`config.mk`:
```
export PLATFORM = sky130hd
export DESIGN_NAME = conv_encoder_sys
export DESIGN_NICKNAME = d
export VERILOG_FILES = /design/src/rtl/conv_encoder_sys.sv
export SDC_FILE = /design/constraint.sdc
export NUM_CORES = 1
export LEC_CHECK = 0
export ABC_AREA = 1
export BUFFER_PORTS_ARGS = -buffer_cell sky130_fd_sc_hd__buf_4
export CAP_MARGIN = 10
export CORE_MARGIN = 2
export CORE_UTILIZATION = 55
export CTS_BUF_LIST = sky130_fd_sc_hd__clkbuf_4
export CTS_CLUSTER_SIZE = 30
export DETAILED_ROUTE_END_ITERATION = 10
export PLACE_DENSITY = 0.82
export RECOVER_POWER = 25
export SYNTH_ARGS = -nofsm -noshare
export SYNTH_HDL_FRONTEND = slang
export SYNTH_SLANG_ARGS = --single-unit
export TNS_END_PERCENT = 50
```
`constraint.sdc`:
```
create_clock -name clk -period 2 [get_ports clk]
set_input_delay 0.4 -clock clk [delete_from_list [all_inputs] [get_ports clk]]
set_output_delay 0.4 -clock clk [all_outputs]
set_load 0.02 [all_outputs]
```
`src/rtl/conv_encoder_sys.sv`:
```
// Rate-1/2 feedforward convolutional encoder, K selectable 3..6.
// Per-frame K latch, zero tail flush, and valid/ready on both sides.
module conv_encoder_sys (
  input  logic       clk,
  input  logic       rst,
  input  logic [2:0] choose_constraint_length,
  input  logic       data_in,
  input  logic       data_valid,
  input  logic       data_last,
  output logic       data_ready,
  output logic [1:0] encoded_bits,
  output logic       encoded_valid,
  output logic       encoded_last,
  input  logic       encoded_ready,
  output logic       busy,
  output logic       cfg_err
);

  typedef enum logic [1:0] {
    IDLE,
    DATA,
    TAIL
  } state_t;

  state_t     state, state_nx;
  logic [2:0] k_q, k_nx, k_eff;
  logic [4:0] hist_q, hist_nx;
  logic [2:0] tail_q, tail_nx;
  logic [1:0] bits_nx, sym;
  logic       valid_nx, last_nx, busy_nx;
  logic       k_ok, k_live_ok, slot_free;
  logic       accept, u_in;

  // Masks are the generators bit-reversed: mask[j] taps u_{t-j}.
  function automatic logic [1:0] encode(
    input logic [2:0] k,
    input logic [5:0] w
  );
    logic [5:0] m0, m1;
    m0 = '0;
    m1 = '0;
    unique case (k)
      3'd3: begin m0 = 6'b000111; m1 = 6'b000101; end
      3'd4: begin m0 = 6'b001011; m1 = 6'b001111; end
      3'd5: begin m0 = 6'b011001; m1 = 6'b010111; end
      3'd6: begin m0 = 6'b110101; m1 = 6'b101111; end
      default: ;
    endcase
    return {^(m0 & w), ^(m1 & w)};
  endfunction

  assign k_live_ok = (choose_constraint_length >= 3'd3) &&
                     (choose_constraint_length <= 3'd6);
  assign k_eff     = (state == IDLE) ? choose_constraint_length : k_q;
  assign k_ok      = (k_eff >= 3'd3) && (k_eff <= 3'd6);
  assign slot_free = !encoded_valid || encoded_ready;
  assign data_ready = slot_free && (state != TAIL) && k_ok;
  assign cfg_err   = (state == IDLE) && !k_live_ok;
  assign accept    = data_valid && data_ready;
  assign u_in      = (state == TAIL) ? 1'b0 : data_in;
  assign sym       = encode(k_eff, {hist_q, u_in});

  always_ff @(posedge clk) begin
    if (rst) begin
      state         <= IDLE;
      k_q           <= '0;
      hist_q        <= '0;
      tail_q        <= '0;
      encoded_bits  <= '0;
      encoded_valid <= 1'b0;
      encoded_last  <= 1'b0;
      busy          <= 1'b0;
    end else begin
      state         <= state_nx;
      k_q           <= k_nx;
      hist_q        <= hist_nx;
      tail_q        <= tail_nx;
      encoded_bits  <= bits_nx;
      encoded_valid <= valid_nx;
      encoded_last  <= last_nx;
      busy          <= busy_nx;
    end
  end

  always_comb begin
    state_nx = state;
    k_nx     = k_q;
    hist_nx  = hist_q;
    tail_nx  = tail_q;
    bits_nx  = encoded_bits;
    valid_nx = encoded_valid;
    last_nx  = encoded_last;
    busy_nx  = busy;
    if (encoded_valid && encoded_ready) begin
      valid_nx = 1'b0;
      last_nx  = 1'b0;
    end
    unique case (state)
      IDLE: begin
        if (accept) begin
          k_nx     = choose_constraint_length;
          bits_nx  = sym;
          valid_nx = 1'b1;
          last_nx  = 1'b0;
          hist_nx  = {hist_q[3:0], u_in};
          busy_nx  = 1'b1;
          if (data_last) begin
            state_nx = TAIL;
            tail_nx  = k_eff - 3'd1;
          end else begin
            state_nx = DATA;
          end
        end
      end
      DATA: begin
        if (accept) begin
          bits_nx  = sym;
          valid_nx = 1'b1;
          last_nx  = 1'b0;
          hist_nx  = {hist_q[3:0], u_in};
          if (data_last) begin
            state_nx = TAIL;
            tail_nx  = k_eff - 3'd1;
          end
        end
      end
      TAIL: begin
        if (slot_free) begin
          bits_nx  = sym;
          valid_nx = 1'b1;
          last_nx  = 1'b0;
          hist_nx  = {hist_q[3:0], u_in};
          tail_nx  = tail_q - 3'd1;
          if (tail_q == 3'd1) begin
            last_nx  = 1'b1;
            hist_nx  = '0;
            busy_nx  = 1'b0;
            state_nx = IDLE;
          end
        end
      end
      default: state_nx = IDLE;
    endcase
  end

endmodule
```
== Word level (Yosys, flattened, before mapping) ==
Cells that the tools add are included.
W data, S select, Z words.

* Register bits: 18
* Bits of input ports: 9
* Output and inout port bits: 7
* Logic and storage cells: 87

* Add/sub/neg operators: 2
* Order comparisons: 4
* Eq/ne operators: 15
* Mux-type cells: 35
* Bitwise operators: 2
* Reductions and logical operators: 21

{| class="wikitable"
|+ Operators by type and width
! kind !! number
|-
| $pmux W6 S4 || 2
|-
| $mux W2 || 8
|-
| $mux W5 || 3
|-
| $and A6 B6 Y6 || 2
|-
| $mux W3 || 4
|-
| $reduce_xor A6 Y1 || 2
|-
| $mux W1 || 11
|-
| $ne A2 B2 Y1 const B || 5
|-
| $pmux W5 S2 || 1
|-
| $eq A3 B3 Y1 const B || 3
|-
| $reduce_and A4 Y1 || 2
|-
| $logic_and A1 B1 Y1 || 7
|-
| $ge A3 B2 Y1 const B || 2
|-
| $le A3 B3 Y1 const B || 2
|-
| $ne A2 B1 Y1 const B || 3
|-
| $pmux W1 S2 || 3
|-
| $pmux W2 S3 || 1
|-
| $pmux W3 S2 || 1
|-
| $sub A3 B1 Y3 const B || 2
|-
| $reduce_and A5 Y1 || 1
|-
| $pmux W2 S2 || 1
|-
| $reduce_bool A2 Y1 || 2
|-
| $eq A3 B1 Y1 const B || 1
|-
| $eq A3 B2 Y1 const B || 1
|-
| other kinds (8) || 9
|}

== Depth between registers and ports, before layout ==
Gate-level depths: netlist of the first run.

* Word-level depth: 8
* Depth in mapped cells: 16
* Gate-level depth less buffers: 15

== Worst setup path before layout of the first run ==
OpenSTA, ideal clock, no wires.

* Kind: flip-flop to flip-flop
* Start point: register state[1]
* End point: register hist_q[3]
* Library setup time: 119 ps
* Data arrival time: 1668 ps
* Data required time: 1881 ps
* Slack: 213 ps
* Stages on the path, launching flop included: 15
* Buffers on the path: 2
* Period minus slack after synthesis: 1787 ps
* Cells stage by stage: dfxtp_1 buf_6 nor2_4 nand2_1 nand2_4 nand2_4 nand2_4 nand2_4 nor2_4 nand2_2 nand2_2 nand3_2 buf_6 o21ai_1 a21oi_1

* Cells in the longest elaborated chain, start to end: 8
* Elaborated cells on any way between the ends: 17
* Those cells by class: order compare (2); eq/ne (5); mux (2); reduce/logical (8)

{| class="wikitable"
|+ Ends and longest elaborated chain
! element !! line !! source
|-
| start, declared || 25 || <nowiki>state_t state, state_nx;</nowiki>
|-
| start signal, assigned || 74 || <nowiki>state <= state_nx;</nowiki>
|-
| $logic_not A2 Y1 || 54 || <nowiki>assign k_eff = (state == IDLE) ? choose_constraint_length : k_q;</nowiki>
|-
| $mux W3 || 54 ||
|-
| $ge A3 B2 Y1 / $le A3 B3 Y1 (equally long branches) || 55 || <nowiki>assign k_ok = (k_eff >= 3'd3) && (k_eff <= 3'd6);</nowiki>
|-
| $logic_and A1 B1 Y1 || 55 ||
|-
| $logic_and A1 B1 Y1 * || 57 || <nowiki>assign data_ready = slot_free && (state != TAIL) && k_ok;</nowiki>
|-
| named net data_ready || 10 || <nowiki>output logic data_ready,</nowiki>
|-
| $logic_and A1 B1 Y1 * || 59 || <nowiki>assign accept = data_valid && data_ready;</nowiki>
|-
| $ne A2 B1 Y1 (no line) * || -- ||
|-
| $reduce_and A3 Y1 (no line) * || -- ||
|-
| end signal, assigned || 76 || <nowiki>hist_q <= hist_nx;</nowiki>
|-
| end, declared || 27 || <nowiki>logic [4:0] hist_q, hist_nx;</nowiki>
|}

Mark *: on every way through the listed nets, which the timed path passes. The rest lies on a longest branch.
A chain may end at the register's enable or synchronous reset.

== Worst setup path after layout of the first run ==
* Start point: register state[1]
* End point: output data_ready

* Cells in the longest elaborated chain, start to end: 5
* Elaborated cells on any way between the ends: 8
* Those cells by class: order compare (2); eq/ne (1); mux (1); reduce/logical (4)

{| class="wikitable"
|+ Ends and longest elaborated chain
! element !! line
|-
| $logic_not A2 Y1 || 54
|-
| $mux W3 || 54
|-
| $ge A3 B2 Y1 / $le A3 B3 Y1 (equally long branches) || 55
|-
| $logic_and A1 B1 Y1 || 55
|-
| $logic_and A1 B1 Y1 * || 57
|-
| end, declared || 10
|}

Mark *: on every way between the ends. The rest lies on a longest branch, timed or not.

==> results of run 1 <==
-- layout make-up --
| class | instances | share of cell area |
|---|---|---|
| timing repair buffer | 22 | 0.0956 |
| sequential | 18 | 0.240 |
| multi-input combinational | 162 | 0.543 |
| inverter | 33 | 0.0809 |
| tap | 28 | 0.0229 |
| clock inverter | 1 | 0.00245 |
| clock buffer | 3 | 0.0147 |
-- synth_stat cells --
cell	count
a211oi_1	1
dfxtp_1	18
nand3_2	2
o21ai_1	4
a21oi_1	15
a21oi_2	1
inv_1	31
nor2_4	2
buf_6	2
nand4_1	7
nand2_1	54
clkbuf_1	2
xnor2_1	1
a21boi_0	2
o21ai_0	16
a31oi_1	1
o211ai_1	1
buf_2	1
nor3_2	1
ha_1	2
nand2_2	4
nand3_1	17
nor2_1	24
o2111ai_1	1
nand2_4	6
inv_2	2
-- power by group through the flow --
stage | clock [mW] | sequential (mW) | combinational, mW
after detailed placement | 0 | 0.524 | 0.902
after global routing | 0.202 | 0.532 | 1.05
after CTS | 0.194 | 0.518 | 0.916
after global placement | 0 | 0.523 | 0.895
after floorplan | 0 | 0.536 | 0.663
final | 0.190 | 0.521 | 0.920
-- timing repair --
action | in CTS | in global routing
endpoints found under the setup margin | 1 | 12
pin swaps | 1 | 1
buffers inserted | 1 | 2
gates resized for setup | 2 | 3
-- worst max path at each step --
stage               startpoint              end  slack (ns)  cells past startpoint
finish                state[1]       data_ready        0.05                      8
floorplan             state[1]        hist_q[3]        0.21                     14
global route          state[1]       data_ready       -0.01                      8
detailed placement    state[1]  encoded_bits[1]        0.05                     15
CTS                   state[1]       data_ready       0.008                      9
global placement      state[1]             busy        0.01                      8
-- kinds of logic after synthesis --
kind of cell | Yosys count | share of synthesized area
compound gates | 42 | 0.170
fa+ha+maj | 2 | 0.0185
flops | 18 | 0.267
simple gates | 117 | 0.420
xor+xnor | 1 | 0.00649
buf+inv | 38 | 0.118
-- metal layers --
layer	global-route usage	share of wire	up-vias
met2	0.432	0.46	45
met5	0	0	-
met1	0.349	0.48	624
met4	0.0769	0.016	0
li1	-	-	746
met3	0.0395	0.046	7
-- worst max-delay path, delay by kind of cell (launching register included) --
family / cells / cell delay (ns)
AND/OR/NAND/NOR: 6 / 0.58
flip-flops: 1 / 0.39
buffers and inverters: 2 / 0.27
-- layout by cell type (no fill, tap or decap) --
cell type | synthesis | routed
a31oi_1 | 1 | 1
nand3_2 | 2 | 2
a21oi_1 | 15 | 15
a21oi_2 | 1 | 1
nand3_1 | 17 | 17
nand4_1 | 7 | 7
buf_4 | 0 | 17
o2111ai_1 | 1 | 1
nor2_2 | 0 | 1
clkinv_1 | 0 | 1
nor2_4 | 2 | 2
a21boi_0 | 2 | 2
nand2_1 | 54 | 54
nor2_1 | 24 | 23
ha_1 | 2 | 2
inv_1 | 31 | 31
clkbuf_4 | 0 | 3
o21ai_0 | 16 | 16
dfxtp_4 | 0 | 2
clkbuf_1 | 2 | 5
a211oi_1 | 1 | 1
xnor2_1 | 1 | 1
nand2_2 | 4 | 4
inv_2 | 2 | 2
o21ai_1 | 4 | 4
nor3_2 | 1 | 1
dfxtp_1 | 18 | 16
o211ai_1 | 1 | 1
nand2_4 | 6 | 6
-- flip-flops by register name (all words and copies together), names as in the netlist --
name and cells:
hist_q 5, k_q 3, encoded_bits 2, encoded_valid 1
tail_q 3, encoded_last 1, state 2, busy 1
-- stage by stage --
stage | setup WS, ns | hold WS (ns) | utilization
after CTS | 0.00842 | 0.335 | 0.671
final | 0.0523 | 0.332 | 0.673
after floorplan | 0.213 | 0.444 | -
after detailed placement | 0.0500 | 0.477 | 0.655
after global routing | -0.0136 | 0.339 | 0.673
after global placement | 0.0133 | 0.470 | 0.655
==> run metrics, run 1 <==
final instance area between 1500 and 2000 um2; Reg2Reg Launch Point state[1]; outcome completed; Syn Nets roughly 230; Root Buffer clkbuf_4; worst reg2reg path depth 13; DP Area ~1500 um2; Max Clock Skew 0.00711 ns; H-tree depth 1; combinational power share 0.564; Slowest cell on crit path dfxtp_4; Fillers about 220; DIE WIDTH 53.5 um; endpoint of the worst hold path state[1]; switching component of the power 782 uW; final critical-path required period between 1.5 and 2 ns; drt total wl around 3.2 mm; slew of the pin with the lowest slew margin ~0.34 ns; Synth top area share 0.267; Finish-stage setup viols 0; CP Cell Sequence inv_2 > nand2_4 > nand2_1 > nand2_1 > nand2_4 > nand2_4 > nor2_4 > buf_4; initial drt markers 40; Num CTS Buffers 3; slew margin rel. 0.771; vias in the first global route about 1300; synthesized area between 1000 and 1500 um2; worst endpoint required time ~1.6 ns; first-pass GRT wire length about 5.5 mm; gr ovfl total 0; Clk pwr share 0.116; Critical Path AT between 1.5 and 2 ns; Core Area roughly 2300 um2; Synth warnings 0; RR Endpoint hist_q[1]; Hold Path Depth 2; Final nets between 200 and 300; register cell area after layout 368 um2; Multi-input gate area roughly 830 um2; Max Root-Sink Buffers 2; Final Max Slew Viols 0; fraction of layout instances using a drive strength above 1 0.172; DR WL/cell approximately 12 um; Syn Inst Count between 200 and 250; CTS Sinks 18; post-route clock period utilization 0.974; Int Power 849 uW; Hold Vio Cnt, Final 0; worst vdd ir about 0.75 mV; CTS clk-pin slew, worst paths 0.11 ns; Via density between 5 and 6; synth unique cells 26; synth top area cells dfxtp_1 27%, nand2_1 15%, inv_1 8.6%, nor2_1 6.7%, nand3_1 6.3%; post-synth top area cell dfxtp_1; die footprint 2860 um2; GRT Total Usage 0.261; CTS tree built; fmax roughly 510 MHz; Area Growth Syn to Fin 13.5%; Layout Cells excl Fill 267; max-cap check violation count 0; power share of the sequential group 0.319; Pwr Density approximately 1100 nW/um2; placed cells 260; initial antenna violation count 0; Hold Crit Start rst; die span in y roughly 54 um; RePlAce Congestion 0.948; Final HPWL DP between 2 and 2.5 mm; Worst Hold Class input port to register; register area share after synthesis 0.267; Final ANT Viol Nets 0; LEAKAGE 0.741 nW; Power, Total about 1.6 mW; critical path startpoint category register; final routed DRC violation total 0; pin count of the biggest net entering global routing 12; register-to-register setup slack around 0.19 ns; #FFs+latches synth 18; I/O pin count 16; Starting Density 0.593; n_diodes 0; Final TNS setup 0 ns; number of I/O port buffers 15; CP Max Fanout 7; cts hold-fix bufs 0; WS Path Type register to primary output; row cnt 17; vias about 1400; max incr delay on CP slightly below 0.4 ns; Post-Syn Area per Cell ~6.2 um2; worst skew pair latency 0.30 ns; Detailed Routing Iterations Pass 1 5; Setup crit end kind primary output; Sw Share 0.479; crit-path most repeated cell nand2_4
(Power assumes the default switching activity.)
==> inputs of run 2 (changes only) <==
--- a/config.mk
+++ b/config.mk
@@ -8,12 +8,14 @@
 export ABC_AREA = 1
 export BUFFER_PORTS_ARGS = -buffer_cell sky130_fd_sc_hd__buf_4
 export CAP_MARGIN = 10
+export CELL_PAD_IN_SITES_DETAIL_PLACEMENT = 1
+export CELL_PAD_IN_SITES_GLOBAL_PLACEMENT = 1
 export CORE_MARGIN = 2
-export CORE_UTILIZATION = 55
+export CORE_UTILIZATION = 42
 export CTS_BUF_LIST = sky130_fd_sc_hd__clkbuf_4
 export CTS_CLUSTER_SIZE = 30
 export DETAILED_ROUTE_END_ITERATION = 10
-export PLACE_DENSITY = 0.82
+export PLACE_DENSITY = 0.88
 export RECOVER_POWER = 25
 export SYNTH_ARGS = -nofsm -noshare
 export SYNTH_HDL_FRONTEND = slang
==> run metrics, run 2 (synthesis gave the netlist of run 1 again) <==
Layout Utilization 0.520 (was 0.673); outcome completed (unchanged); critical path depth 9 (was 8); RR Endpoint tail_q[1] (was hist_q[1]); worst skew pair latency 0.29 ns (was 0.30 ns); Critical Path AT 1.58 ns (was 1.55 ns); Slowest cell on crit path dfxtp_4 (unchanged); final routed DRC violation total 0 (unchanged); n_diodes 0 (unchanged); hold_ws 0.347 ns (was 0.332 ns); Root Buffer clkbuf_4 (unchanged); Max Clock Skew 0.00324 ns (was 0.00711 ns); most used routing layer met2 (unchanged); crit-path most repeated cell nand2_4 (unchanged); drt total wl 4.13 mm (was 3.19 mm); Fillers 453 (was 224); initial antenna violation count 0 (unchanged); DIE WIDTH 60.7 um (was 53.5 um); I/O pin count 16 (unchanged); Max Root-Sink Buffers 2 (unchanged); DR WL/cell 14.5 um (was 11.9 um); number of I/O port buffers 15 (unchanged); die span in y 60.7 um (was 53.5 um); initial drt markers 45 (was 40); register-to-register setup slack 0.11 ns (was 0.19 ns); row cnt 20 (was 17); Final Max Slew Viols 0 (unchanged); Power, Total 1.71 mW (was 1.63 mW); Via density 5.26 (was 5.33); leading registers by flop count hist_q x5, k_q x3, tail_q x3 (unchanged); Area Growth Syn to Fin 17.6% (was 13.5%); vias 1500 (was 1422); Reg with most FFs hist_q (unchanged); first-pass GRT wire length 6.61 mm (was 5.51 mm); slew of the pin with the lowest slew margin 0.392 ns (was 0.343 ns); most frequent cells in the layout 51 x nand2_1, 30 x inv_1, 24 x nor2_1 (was 54 x nand2_1, 31 x inv_1, 23 x nor2_1); gr ovfl total 0 (unchanged); Pwr Density 1080 nW/um2 (was 1060 nW/um2); Top delay family on crit path simple AND/OR/NAND/NOR gates (unchanged); Worst Hold Class input port to register (unchanged); CP startpoint state[1] (unchanged); CTS clk-pin slew, worst paths 0.11 ns (about the same); cts hold-fix bufs 0 (unchanged); GRT Total Usage 0.238 (was 0.261); unrepaired setup endpoints after global routing true; critical path startpoint category register (unchanged); worst endpoint required time 1.60 ns (about the same); met1 GRT Util 0.308 (was 0.349); Starting Density 0.442 (was 0.593); RePlAce Congestion 0.885 (was 0.948); slew margin rel. 0.739 (was 0.771); vias in the first global route 1504 (was 1264); final critical-path required period 1.98 ns (was 1.95 ns); Reg2Reg Launch Point state[1] (unchanged); WS Path Type register to primary output (unchanged); max reg flops 5 (unchanged); Hold Crit Start rst (unchanged); CP Cell Sequence inv_2 > nand2_4 > nand2_2 > nand2_4 > nand2_4 > nand2_8 > nand2_4 > nor2_4 > buf_6 (was inv_2 > nand2_4 > nand2_1 > nand2_1 > nand2_4 > nand2_4 > nor2_4 > buf_4); Crit path buffers/inverters 2 (unchanged); Final nets 253 (was 251); Setup crit end kind primary output (unchanged); post-route clock period utilization 0.992 (was 0.974); Hold Path Depth 2 (unchanged); Final ANT Viol Nets 0 (unchanged); Final TNS setup 0 ns (unchanged); H-tree depth 1 (unchanged); LEAKAGE 0.751 nW (was 0.741 nW); CTS tree built (unchanged); Finish-stage setup viols 0 (unchanged); GR Util met3 0.0149 (was 0.0395); fraction of layout instances using a drive strength above 1 0.195 (was 0.172); CTS Sinks 18 (unchanged); Final HPWL DP 3.13 mm (was 2.46 mm); Hold Vio Cnt, Final 0 (unchanged); Core Area 3050 um2 (was 2280 um2); worst vdd ir 0.451 mV (was 0.750 mV); worst reg2reg path depth 13 (unchanged); Detailed Routing Iterations Pass 1 4 (was 5); CP Max Fanout 8 (was 7); max incr delay on CP 0.42 ns (was 0.39 ns); max-cap check violation count 0 (unchanged); commonest non-fill, non-tap cell in the layout nand2_1 (unchanged); Num CTS Buffers 3 (unchanged); die footprint 3680 um2 (was 2860 um2); pin count of the biggest net entering global routing 12 (unchanged); CP Capture Point data_ready (unchanged); met2 Use GR 0.415 (was 0.432); fmax 504 MHz (was 513 MHz)
==> run 2: cell types whose count changed in the layout (fill, tap and decap cells not counted), sizes merged <==
| cell | delta |
|---|---|
| nor2 | +1 |
| buf | +1 |
==> run 2: how the worst min path moves through the flow <==
stage	to	slack [ns]
finish	hist_q[4]	0.35
detailed placement	k_q[2]	0.47
global placement	k_q[2]	0.46
floorplan	k_q[2]	0.44
global route	hist_q[4]	0.35
CTS	hist_q[4]	0.34
==> run 2: final cells by class <==
type / instances / area, um2 / area share
Clock buffer: 3 / 22.5 / 0.0142
Clock inverter: 1 / 3.75 / 0.00237
Inverter: 33 / 124 / 0.0781
Multi-Input combinational cell: 163 / 856 / 0.539
Sequential cell: 18 / 368 / 0.232
Tap cell: 44 / 55.1 / 0.0347
Timing Repair Buffer: 23 / 158 / 0.0994
==> run 2: timing repair <==
action / in CTS / in global routing
cloned: 1 / 0
setup buffers: 0 / 2
pin swaps: 1 / 1
gates resized for setup: 5 / 6
endpoints found under the setup margin: 8 / 8
==> run 2: worst register-to-register path, stage by stage (launching register included) <==
cell,delay [ns]
dfxtp_4,0.42
inv_2,0.09
nand2_4,0.12
nand2_2,0.07
nand2_4,0.09
nand2_4,0.09
nand2_8,0.09
nand2_4,0.07
nor2_4,0.11
nand2_2,0.07
nand2_2,0.10
nand3_1,0.19
o21ai_0,0.22
a21oi_1,0.05
==> run 2: report_power, final <==
part,internal (mW),switching [mW],total [mW]
Combinational,0.341,0.653,0.995
Clock,0.0727,0.116,0.188
Sequential,0.449,0.0798,0.529
Total,0.863,0.849,1.71
==> run 2: per-layer routing <==
layer  wire length (um)  vias to the layer above
met2               1990                       32
met5                  0                        -
li1                   -                      747
met1               1920                      705
met4                140                        0
met3                 88                       16
==> run 2: stage by stage <==
step | area, um2 | setup slack [ns] | instances
after CTS | 1570 | 0.00863 | 283
after detailed placement | 1530 | 0.00941 | 278
after floorplan | 1350 | 0.213 | 218
final | 1590 | 0.0165 | 285
after global routing | 1590 | -0.0643 | 285
after global placement | 1530 | 0.107 | 278
==> inputs of run 3 (changes only) <==
--- a/config.mk
+++ b/config.mk
@@ -16,7 +16,6 @@
 export CTS_CLUSTER_SIZE = 30
 export DETAILED_ROUTE_END_ITERATION = 10
 export PLACE_DENSITY = 0.88
-export RECOVER_POWER = 25
 export SYNTH_ARGS = -nofsm -noshare
 export SYNTH_HDL_FRONTEND = slang
 export SYNTH_SLANG_ARGS = --single-unit
==> run metrics, run 3 (synthesis gave the netlist of run 1 again) <==
Final Max Slew Viols 0 (unchanged); gr ovfl total 0 (unchanged); leading registers by flop count hist_q x5, k_q x3, tail_q x3 (unchanged); outcome completed (unchanged); drt total wl 4.14 mm (was 4.13 mm); max-cap check violation count 0 (unchanged); Num CTS Buffers 3 (unchanged); CTS tree built (unchanged); Reg2Reg Launch Point state[1] (unchanged); DIE WIDTH 60.7 um (unchanged); worst vdd ir 0.465 mV (was 0.451 mV); worst endpoint required time 1.60 ns (about the same); WS Path Type register to primary output (unchanged); RePlAce Congestion 0.885 (unchanged); I/O pin count 16 (unchanged); Layout Utilization 0.526 (was 0.520); Detailed Routing Iterations Pass 1 4 (unchanged); CP Max Fanout 8 (unchanged); Layout Cells excl Fill 285 (unchanged); vias in the first global route 1504 (unchanged); LEAKAGE 0.772 nW (was 0.751 nW); pin count of the biggest net entering global routing 12 (unchanged); n_diodes 0 (unchanged); Starting Density 0.442 (unchanged); initial antenna violation count 0 (unchanged); initial drt markers 45 (unchanged); Critical Path AT 1.59 ns (was 1.58 ns); die span in y 60.7 um (unchanged); GRT Total Usage 0.238 (unchanged); Final nets 253 (unchanged); hold_ws 0.345 ns (was 0.347 ns); Hold Vio Cnt, Final 0 (unchanged); Root Buffer clkbuf_4 (unchanged); final routed DRC violation total 0 (unchanged); max reg flops 5 (unchanged); setup ws final 0.0101 ns (was 0.0165 ns); CP startpoint state[1] (unchanged); Max Clock Skew 0.00379 ns (was 0.00324 ns); worst skew pair latency 0.30 ns (was 0.29 ns); number of I/O port buffers 15 (unchanged); CTS Sinks 18 (unchanged); DR WL/cell 14.5 um (about the same); cts hold-fix bufs 0 (unchanged); slew margin rel. 0.748 (was 0.739); Multi-input gate area 856 um2 (unchanged); post-route clock period utilization 0.995 (was 0.992); Setup crit end kind primary output (unchanged); Worst Hold Class input port to register (unchanged); Fillers 450 (was 453); pre-CTS setup slack 0.00941 ns (unchanged); Reg with most FFs hist_q (unchanged); vias 1522 (was 1500); H-tree depth 1 (unchanged); Area Growth Syn to Fin 19.0% (was 17.6%); Final HPWL DP 3.13 mm (unchanged); Power, Total 1.73 mW (was 1.71 mW); Pwr Density 1080 nW/um2 (about the same); most frequent cells in the layout 51 x nand2_1, 30 x inv_1, 24 x nor2_1 (unchanged); Core Area 3050 um2 (unchanged); fmax 503 MHz (was 504 MHz); slew of the pin with the lowest slew margin 0.375 ns (was 0.392 ns); CTS clk-pin slew, worst paths 0.11 ns (about the same); final critical-path required period 1.99 ns (was 1.98 ns); commonest non-fill, non-tap cell in the layout nand2_1 (unchanged); first-pass GRT wire length 6.61 mm (unchanged); placed cells 278 (unchanged); die footprint 3680 um2 (unchanged); fraction of layout instances using a drive strength above 1 0.216 (was 0.195); row cnt 20 (unchanged); Finish-stage setup viols 0 (unchanged); unrepaired setup endpoints after global routing true (unchanged); Hold Crit Start rst (unchanged); critical path startpoint category register (unchanged); Via density 5.34 (was 5.26); Max Root-Sink Buffers 2 (unchanged); Final ANT Viol Nets 0 (unchanged); register cell area after layout 368 um2 (unchanged)
## run 3: final timing paths
path	depth (start not counted)	endpoint	slack [ns]
hold reg to reg	2	k_q[2]	0.49
setup / recovery	9	data_ready	0.01
setup reg to reg	11	k_q[2]	0.11
hold / removal	2	hist_q[4]	0.35
## run 3: metal layers
layer / wire, um / vias to the layer above / global-route usage
met3: 92 / 26 / 0.0149
met1: 1920 / 707 / 0.308
met4: 170 / 0 / 0.0901
li1: - / 749 / -
met5: 0 / - / 0
met2: 1950 / 40 / 0.415
## run 3: metrics by stage
stage / TNS, ns / instance area, um2
global route: -0.0984 / 1610
detailed placement: 0 / 1530
finish: 0 / 1610
CTS: 0 / 1570
floorplan: 0 / 1350
global placement: 0 / 1530
## run 3: timing repair
action | 4_1_cts | 5_1_grt
gates cloned | 1 | 0
pin swaps | 1 | 1
buffers inserted | 0 | 2
gates resized for setup | 5 | 6
endpoints found under the setup margin | 8 | 8
## run 3: power by group
part,leakage [nW],internal (mW),total (mW),switching (mW)
Combinational,0.607,0.361,1.01,0.653
Clock,0.0154,0.0727,0.190,0.117
Sequential,0.149,0.449,0.529,0.0804
Total,0.772,0.883,1.73,0.850
## run 3: layout make-up
class / count / share of cell area
Clock buffer: 3 / 0.0140
Tap cell: 44 / 0.0343
Timing Repair Buffer: 23 / 0.110
Clock inverter: 1 / 0.00234
Sequential cell: 18 / 0.229
Inverter: 33 / 0.0772
Multi-Input combinational cell: 163 / 0.533
## run 3: worst max-delay path: stages, from the launching register on
cell,delay [ns]
dfxtp_4,0.42
inv_2,0.09
nand2_4,0.12
nand2_2,0.07
nand2_4,0.09
nand2_4,0.09
nand2_8,0.09
nand2_4,0.07
nor2_4,0.11
buf_6,0.13
